--- config.mk ---
export PLATFORM = sky130hd
export DESIGN_NAME = user_id_bank
export DESIGN_NICKNAME = d
export VERILOG_FILES = /design/src/rtl/user_id_bank.sv
export SDC_FILE = /design/constraint.sdc
export NUM_CORES = 1
export LEC_CHECK = 0
export CORE_UTILIZATION = 36
export CTS_BUF_LIST = sky130_fd_sc_hd__clkbuf_8
export CTS_CLUSTER_DIAMETER = 30
export CTS_CLUSTER_SIZE = 40
export DETAILED_ROUTE_END_ITERATION = 12
export PLACE_DENSITY = 0.95
export REMOVE_ABC_BUFFERS = 1
export SETUP_SLACK_MARGIN = 0.3
export SLEW_MARGIN = 0
export SYNTH_ARGS = -nofsm -noshare
export SYNTH_HDL_FRONTEND = slang
export SYNTH_SLANG_ARGS = --single-unit
export TNS_END_PERCENT = 100
--- constraint.sdc ---
create_clock -name wb_clk_i -period 2.8 [get_ports wb_clk_i]
set_input_delay 0.56 -clock wb_clk_i [delete_from_list [all_inputs] [get_ports wb_clk_i]]
set_output_delay 0.56 -clock wb_clk_i [all_outputs]
set_load 0.05 [all_outputs]
--- src/rtl/user_id_bank.sv ---
// Multi-word mask-programmed ID bank: registered parallel read port, MSB-first
// serial shift-out port, and an XOR checksum of all words computed after reset.
module user_id_bank #(
  parameter int                          NUM_WORDS       = 4,
  parameter int                          WORD_W          = 32,
  parameter int                          ADDR_W          = 2,
  parameter logic [NUM_WORDS*WORD_W-1:0] USER_PROJECT_ID = '0
) (
`ifdef USE_POWER_PINS
  inout  wire               vccd1,
  inout  wire               vssd1,
`endif
  input  logic              wb_clk_i,
  input  logic              wb_rst_i,
  input  logic              rd_req_i,
  input  logic [ADDR_W-1:0] rd_addr_i,
  output logic              rd_ack_o,
  output logic [WORD_W-1:0] rd_data_o,
  output logic              rd_err_o,
  input  logic              sh_start_i,
  input  logic [ADDR_W-1:0] sh_addr_i,
  output logic              sh_data_o,
  output logic              sh_valid_o,
  output logic              sh_busy_o,
  output logic              sh_done_o,
  output logic              init_done_o,
  output logic [WORD_W-1:0] checksum_o,
  output logic [WORD_W-1:0] mask_rev_o
);

  localparam int IDX_W = (NUM_WORDS > 1) ? $clog2(NUM_WORDS) : 1;
  localparam int CNT_W = (WORD_W > 1) ? $clog2(WORD_W) : 1;

  typedef enum logic [1:0] {S_INIT, S_IDLE, S_SHIFT} state_t;

  // Out-of-range indices read as zero, which also gives the zero shift pattern.
  function automatic logic [WORD_W-1:0] word_at(input logic [ADDR_W-1:0] k);
    word_at = '0;
    for (int i = 0; i < NUM_WORDS; i++)
      if (int'(k) == i) word_at = USER_PROJECT_ID[i*WORD_W +: WORD_W];
  endfunction

  state_t              r_state,     w_state_nxt;
  logic [IDX_W-1:0]    r_idx,       w_idx_nxt;
  logic [WORD_W-1:0]   r_acc,       w_acc_nxt;
  logic [WORD_W-1:0]   r_checksum,  w_checksum_nxt;
  logic                r_init_done, w_init_done_nxt;
  logic                r_rd_ack,    w_rd_ack_nxt;
  logic [WORD_W-1:0]   r_rd_data,   w_rd_data_nxt;
  logic                r_rd_err,    w_rd_err_nxt;
  logic [WORD_W-1:0]   r_shreg,     w_shreg_nxt;
  logic [CNT_W-1:0]    r_cnt,       w_cnt_nxt;
  logic                r_sh_busy,   w_sh_busy_nxt;
  logic                r_sh_done,   w_sh_done_nxt;
  logic                w_rd_in_range;

  assign w_rd_in_range = (int'(rd_addr_i) < NUM_WORDS);

  always_comb begin
    // NOTE: every signal gets a default before the case so no path can infer a latch.
    w_state_nxt     = r_state;
    w_idx_nxt       = r_idx;
    w_acc_nxt       = r_acc;
    w_checksum_nxt  = r_checksum;
    w_init_done_nxt = r_init_done;
    w_rd_ack_nxt    = 1'b0;
    w_rd_data_nxt   = r_rd_data;
    w_rd_err_nxt    = r_rd_err;
    w_shreg_nxt     = r_shreg;
    w_cnt_nxt       = r_cnt;
    w_sh_busy_nxt   = r_sh_busy;
    w_sh_done_nxt   = 1'b0;

    case (r_state)
      S_INIT: begin
        w_acc_nxt = r_acc ^ word_at(ADDR_W'(r_idx));
        if (r_idx == IDX_W'(NUM_WORDS - 1)) begin
          w_checksum_nxt  = w_acc_nxt;
          w_init_done_nxt = 1'b1;
          w_state_nxt     = S_IDLE;
        end else begin
          w_idx_nxt = r_idx + IDX_W'(1);
        end
      end

      S_IDLE: begin
        // The ack cycle itself never accepts, limiting reads to one per two cycles.
        if (rd_req_i && !r_rd_ack) begin
          w_rd_ack_nxt  = 1'b1;
          w_rd_data_nxt = word_at(rd_addr_i);
          w_rd_err_nxt  = !w_rd_in_range;
        end else if (sh_start_i && !rd_req_i) begin
          w_shreg_nxt   = word_at(sh_addr_i);
          w_cnt_nxt     = CNT_W'(WORD_W - 1);
          w_sh_busy_nxt = 1'b1;
          w_state_nxt   = S_SHIFT;
        end
      end

      S_SHIFT: begin
        w_shreg_nxt = r_shreg << 1;
        if (r_cnt == '0) begin
          w_sh_busy_nxt = 1'b0;
          w_sh_done_nxt = 1'b1;
          w_state_nxt   = S_IDLE;
        end else begin
          w_cnt_nxt = r_cnt - CNT_W'(1);
        end
      end

      default: w_state_nxt = S_INIT;
    endcase
  end

  // NOTE: sequential state uses non-blocking assignments so all flops update together.
  always_ff @(posedge wb_clk_i) begin
    if (wb_rst_i) begin
      r_state     <= S_INIT;
      r_idx       <= '0;
      r_acc       <= '0;
      r_checksum  <= '0;
      r_init_done <= 1'b0;
      r_rd_ack    <= 1'b0;
      r_rd_data   <= '0;
      r_rd_err    <= 1'b0;
      r_shreg     <= '0;
      r_cnt       <= '0;
      r_sh_busy   <= 1'b0;
      r_sh_done   <= 1'b0;
    end else begin
      r_state     <= w_state_nxt;
      r_idx       <= w_idx_nxt;
      r_acc       <= w_acc_nxt;
      r_checksum  <= w_checksum_nxt;
      r_init_done <= w_init_done_nxt;
      r_rd_ack    <= w_rd_ack_nxt;
      r_rd_data   <= w_rd_data_nxt;
      r_rd_err    <= w_rd_err_nxt;
      r_shreg     <= w_shreg_nxt;
      r_cnt       <= w_cnt_nxt;
      r_sh_busy   <= w_sh_busy_nxt;
      r_sh_done   <= w_sh_done_nxt;
    end
  end

  assign rd_ack_o    = r_rd_ack;
  assign rd_data_o   = r_rd_data;
  assign rd_err_o    = r_rd_err;
  assign sh_valid_o  = (r_state == S_SHIFT);
  assign sh_data_o   = sh_valid_o & r_shreg[WORD_W-1];
  assign sh_busy_o   = r_sh_busy;
  assign sh_done_o   = r_sh_done;
  assign init_done_o = r_init_done;
  assign checksum_o  = r_checksum;
  assign mask_rev_o  = USER_PROJECT_ID[WORD_W-1:0];

endmodule

Yosys cells after proc, flatten, opt, wreduce, memory -nomap -nowiden --
Index checks and enable logic that the tools add are counted.
Word-level totals: register bits 109, input bits 8, output and inout bits 103, logic and storage cells 59
Operators by class: add/subtract/negate cells 2, equal/unequal tests 8, multiplexer cells 19, bitwise operators 5, reduce and logical (&&, ||, !) cells 15
Operators with widths (count):
- 32-bit two-way mux | 3
- 32-bit case mux with 2 select lines | 1
- 32-bit XOR | 1
- 5-bit two-way mux | 3
- 4-bit AND reduction | 3
- 5-bit case mux with 2 select lines | 1
- 2-bit two-way mux | 4
- 2-bit inequality test, second input constant | 4
- 2-bit case mux with 3 select lines | 1
- 5-bit logical NOT | 1
- 1-bit two-way mux | 5
- 5-bit by 1-bit subtractor with 5-bit output, second input constant | 1
- 2-bit equality test, second input constant | 2
- 2-bit AND reduction | 2
- 2-bit OR reduction | 2
- 1-bit NOT | 3
- 3-bit AND reduction | 1
- 2-bit by 1-bit adder with 2-bit output, second input constant | 1
- 2-bit by 1-bit equality test with 1-bit output, second input constant | 1
- 1-bit logical AND | 2
- 1-bit logical NOT | 2
- 2-bit logical NOT | 1
- 2-bit by 1-bit inequality test with 1-bit output, second input constant | 1
- 1-bit case mux with 2 select lines | 1
- 2 further kinds | 2

Longest topological paths before layout --
word-level depth 5, gate-level depth with buffers 5, depth with buffers taken out 5

Least setup slack after synthesis --
Ideal clock, no wire load.
kind reg-to-output, from reg r_state[0], to out sh_valid_o, data arrival time 0.958 ns, required time 2.240 ns, slack 1.282 ns, stages on the path, launching flop included 3, buffers on the path 0, cells stage by stage dfxtp_1 nand2b_1 inv_1
Between the ends: cells in the longest elaborated chain, start to end 1
Ends and longest elaborated chain:
- from (decl) | RTL line 43 | state_t r_state, w_state_nxt;
- from (signal assigned) | RTL line 131 | r_state <= w_state_nxt;
- 2-bit equality test | RTL line 149 | assign sh_valid_o = (r_state == S_SHIFT);
- to (decl) | RTL line 23 | output logic sh_valid_o,
No other way between the ends.

Worst setup path after layout --
Ends and elaborated chain as after synthesis.

==> reports/qor.yml <==
status: "finished clean"
rrSetupSlack_ns: 1.18
hold_path_end: "init_done_o"
drt_wl_total_um: 1550
hold_path_startpoint: "init_done_o"
switching_power_uw: 444
yosys-top-cells-area: "buf_4 56%, dfxtp_1 20%, nor2_1 2.8%, a211oi_2 1.9%, ha_1 1.9%"
critical_path.max_stage_delay_ns: 0.46
hold_depth: 2
peakVddDrop_mv: 0.156
worstPathArrival_ns: 1.52
cp_cell_sequence: "nand2b_1, inv_1, dlymetal6s2s_1"
grt_start_max_net_pins: 15
finalCriticalPeriod_ns: 2.08
syn_area_per_cell_sq_um: 8.27
die_area_sq_mm: 0.00392
rr_endpoint: "r_cnt[1]"
leakage_uw: 0.000613
finalSetupTns_ns: 0
port-buffer-count: 8
worst_ep_required_time_ns: 2.24
synth_warnings: 0
dp.cells: 212
hold_class: "flop to flop"
insertion_delay_ns: 0.25
nFillCells: 394
final_cells: 216
grt_pass1_wl_um: 2230
numClockSinks: 13
vias: 722
crit_path_start_kind: "flop"
grt_overflow: 0
die_width_um: 62.6
grt_pass1_vias: 515
pwr-share-seq: 0.280
gp_congestion: 0.808
critPathKind: "flop to output port"
async_reset_ff_frac: 0
track_usage: 0.0746
r2r_cells: 5
cap_violations: 0
wl_per_cell_um: 7.18
drc: 0
drt-initial-drc-count: 8
fin_util: 0.329
synth_ff_type: "dfxtp_1"
postCtsResizedCells: 0
cts_buffers: 3
num_rows: 21
synth_top_area_cell: "buf_4"
first_pass_iters: 4
internal-power_uw: 367
cts_tree: "done"
yosysMostFrequentCell: "buf_4"
drive_gt1_frac: 0.0588
mappedNetlistArea_sq_mm: 0.00132
endpoint_kind: "output port"
synth_top_area_share: 0.556
layout.nets: 181
cts_max_path_buffers: 2
clock_power_share: 0.206
fp.dieH_um: 62.6
rr_startpoint: "r_cnt[0]"
antenna_found_initial: 0
cts_hold_buf: 0
synth_commonest_cells: "98 x buf_4, 13 x dfxtp_1, 10 x nor2_1, 5 x nor3_1, 4 x inv_1"
synth.ff_latch_count: 13
worstMarginPinSlew_ns: 0.505
pwr-share-comb: 0.514
start_util: 0.385
p_total_uw: 810
crit_family: "buffers and inverters"
switching_share: 0.548
fmax_mhz: 480
antenna_cells: 0
yosysSeqAreaShare: 0.197
postCtsSetupBuffers: 0
setup_viol: 0
cts-root-buf: "clkbuf_8"
viasPerCell: 3.34
synth_edf_count: 0
clock_skew_ns: 0.000360
syn_inst: 160
slew_headroom: 0.663
path_buf_inv: 2
fin_crit_sh: 0.744
yosysUniqueCellTypes: 26
clk_pin_slew_ns: 0.05
io_pins: 111
htreeDepth: 1
power_density_mw_per_mm2: 715
syn2layout_area_growth_pct: -14.4
drv_slew: 0
rsz0062_at_grt: "false"
coreArea_sq_mm: 0.00344
cp_slowest_cell: "dlymetal6s2s_1"
hpwlAfterDp_um: 1260
ant_nets: 0
cp_max_fo: 7
finalHoldViolations: 0
[registers in the layout (all words and copies together), names as in the netlist]
signal       count
r_idx            2
rd_ack_o         1
sh_done_o        1
r_cnt            5
init_done_o      1
sh_busy_o        1
r_state          2
[layout make-up]
cell class	count	area [sq um]	area share
clock buffer	3	41.3	0.0364
inverter	4	15.0	0.0132
clock inverter	1	3.75	0.00331
multi-input combinational	141	673	0.594
tap	46	57.6	0.0508
timing repair buffer	8	82.6	0.0728
sequential	13	260	0.230
[layout by cell type (no fill, tap or decap)]
cell type / count
a21oi_1: 2
nor4_1: 1
conb_1: 98
and4bb_2: 1
a211oi_2: 2
and3_1: 2
xnor2_1: 1
a211oi_1: 3
nand3b_1: 2
inv_1: 5
nor2_1: 10
mux2i_1: 1
o31ai_1: 1
ha_1: 2
nor2b_1: 1
or4b_4: 1
a21oi_2: 1
nor4b_2: 1
dlymetal6s2s_1: 1
nor3_1: 5
dfxtp_1: 13
clkdlybuf4s50_1: 7
nor4_2: 1
nand2b_1: 2
o21ai_0: 2
a2bb2oi_1: 1
clkbuf_8: 3
[routing by layer]
layer	wire [um]	share of wire	GRT usage
met2	856	0.55	0.136
met1	483	0.31	0.0676
met5	0	0	0
met3	143	0.092	0.00547
met4	68	0.044	0.0872
[power by group through the flow]
stage	Sequential [uW]	Combinational [uW]	Clock, uW
after floorplan	243	366	0
after global placement	229	406	0
after detailed placement	231	414	0
after CTS	228	415	172
after global routing	231	436	177
final	227	416	167
[kinds of logic (layout without fill, tap and decap cells)]
group                      count (synthesis)  in the layout  synth area share
muxes                                      1              1           0.00756
and+or+nand+nor                           27             27             0.128
xor gates and xnor gates                   1              1           0.00662
adders and majority gates                  2              2            0.0189
buffers and inverters                    103             16             0.570
DFF                                       13             13             0.197
other                                      1             98           0.00283
AOI/OAI and AO/OA                         12             12            0.0699
[worst max path at each step]
| stage | start | endpoint | depth (start not counted) |
|---|---|---|---|
| 5_1_grt | r_state[1] | sh_valid_o | 3 |
| 3_3_place_gp | r_state[1] | sh_valid_o | 3 |
| 2_1_floorplan | r_state[0] | sh_valid_o | 2 |
| 3_5_place_dp | r_state[0] | sh_valid_o | 3 |
| 6_report | r_state[0] | sh_valid_o | 3 |
| 4_1_cts | r_state[0] | sh_valid_o | 3 |
[worst reg2reg max path, cell delays in order (launching register included)]
cell and delay, ns:
dfxtp_1 0.31, inv_1 0.09, ha_1 0.20, or4b_4 0.52, a211oi_2 0.26, a211oi_1 0.10
[stage by stage]
stage,worst slack (ns),cell area (sq um),hold WS [ns]
2_1_floorplan,1.28,948,0.465
3_3_place_gp,0.599,1090,0.459
3_5_place_dp,0.601,1090,0.462
4_1_cts,0.320,1130,0.480
5_1_grt,0.575,1130,0.531
6_report,0.717,1130,0.472
No activity file was read; power rests on OpenSTA's default activity.
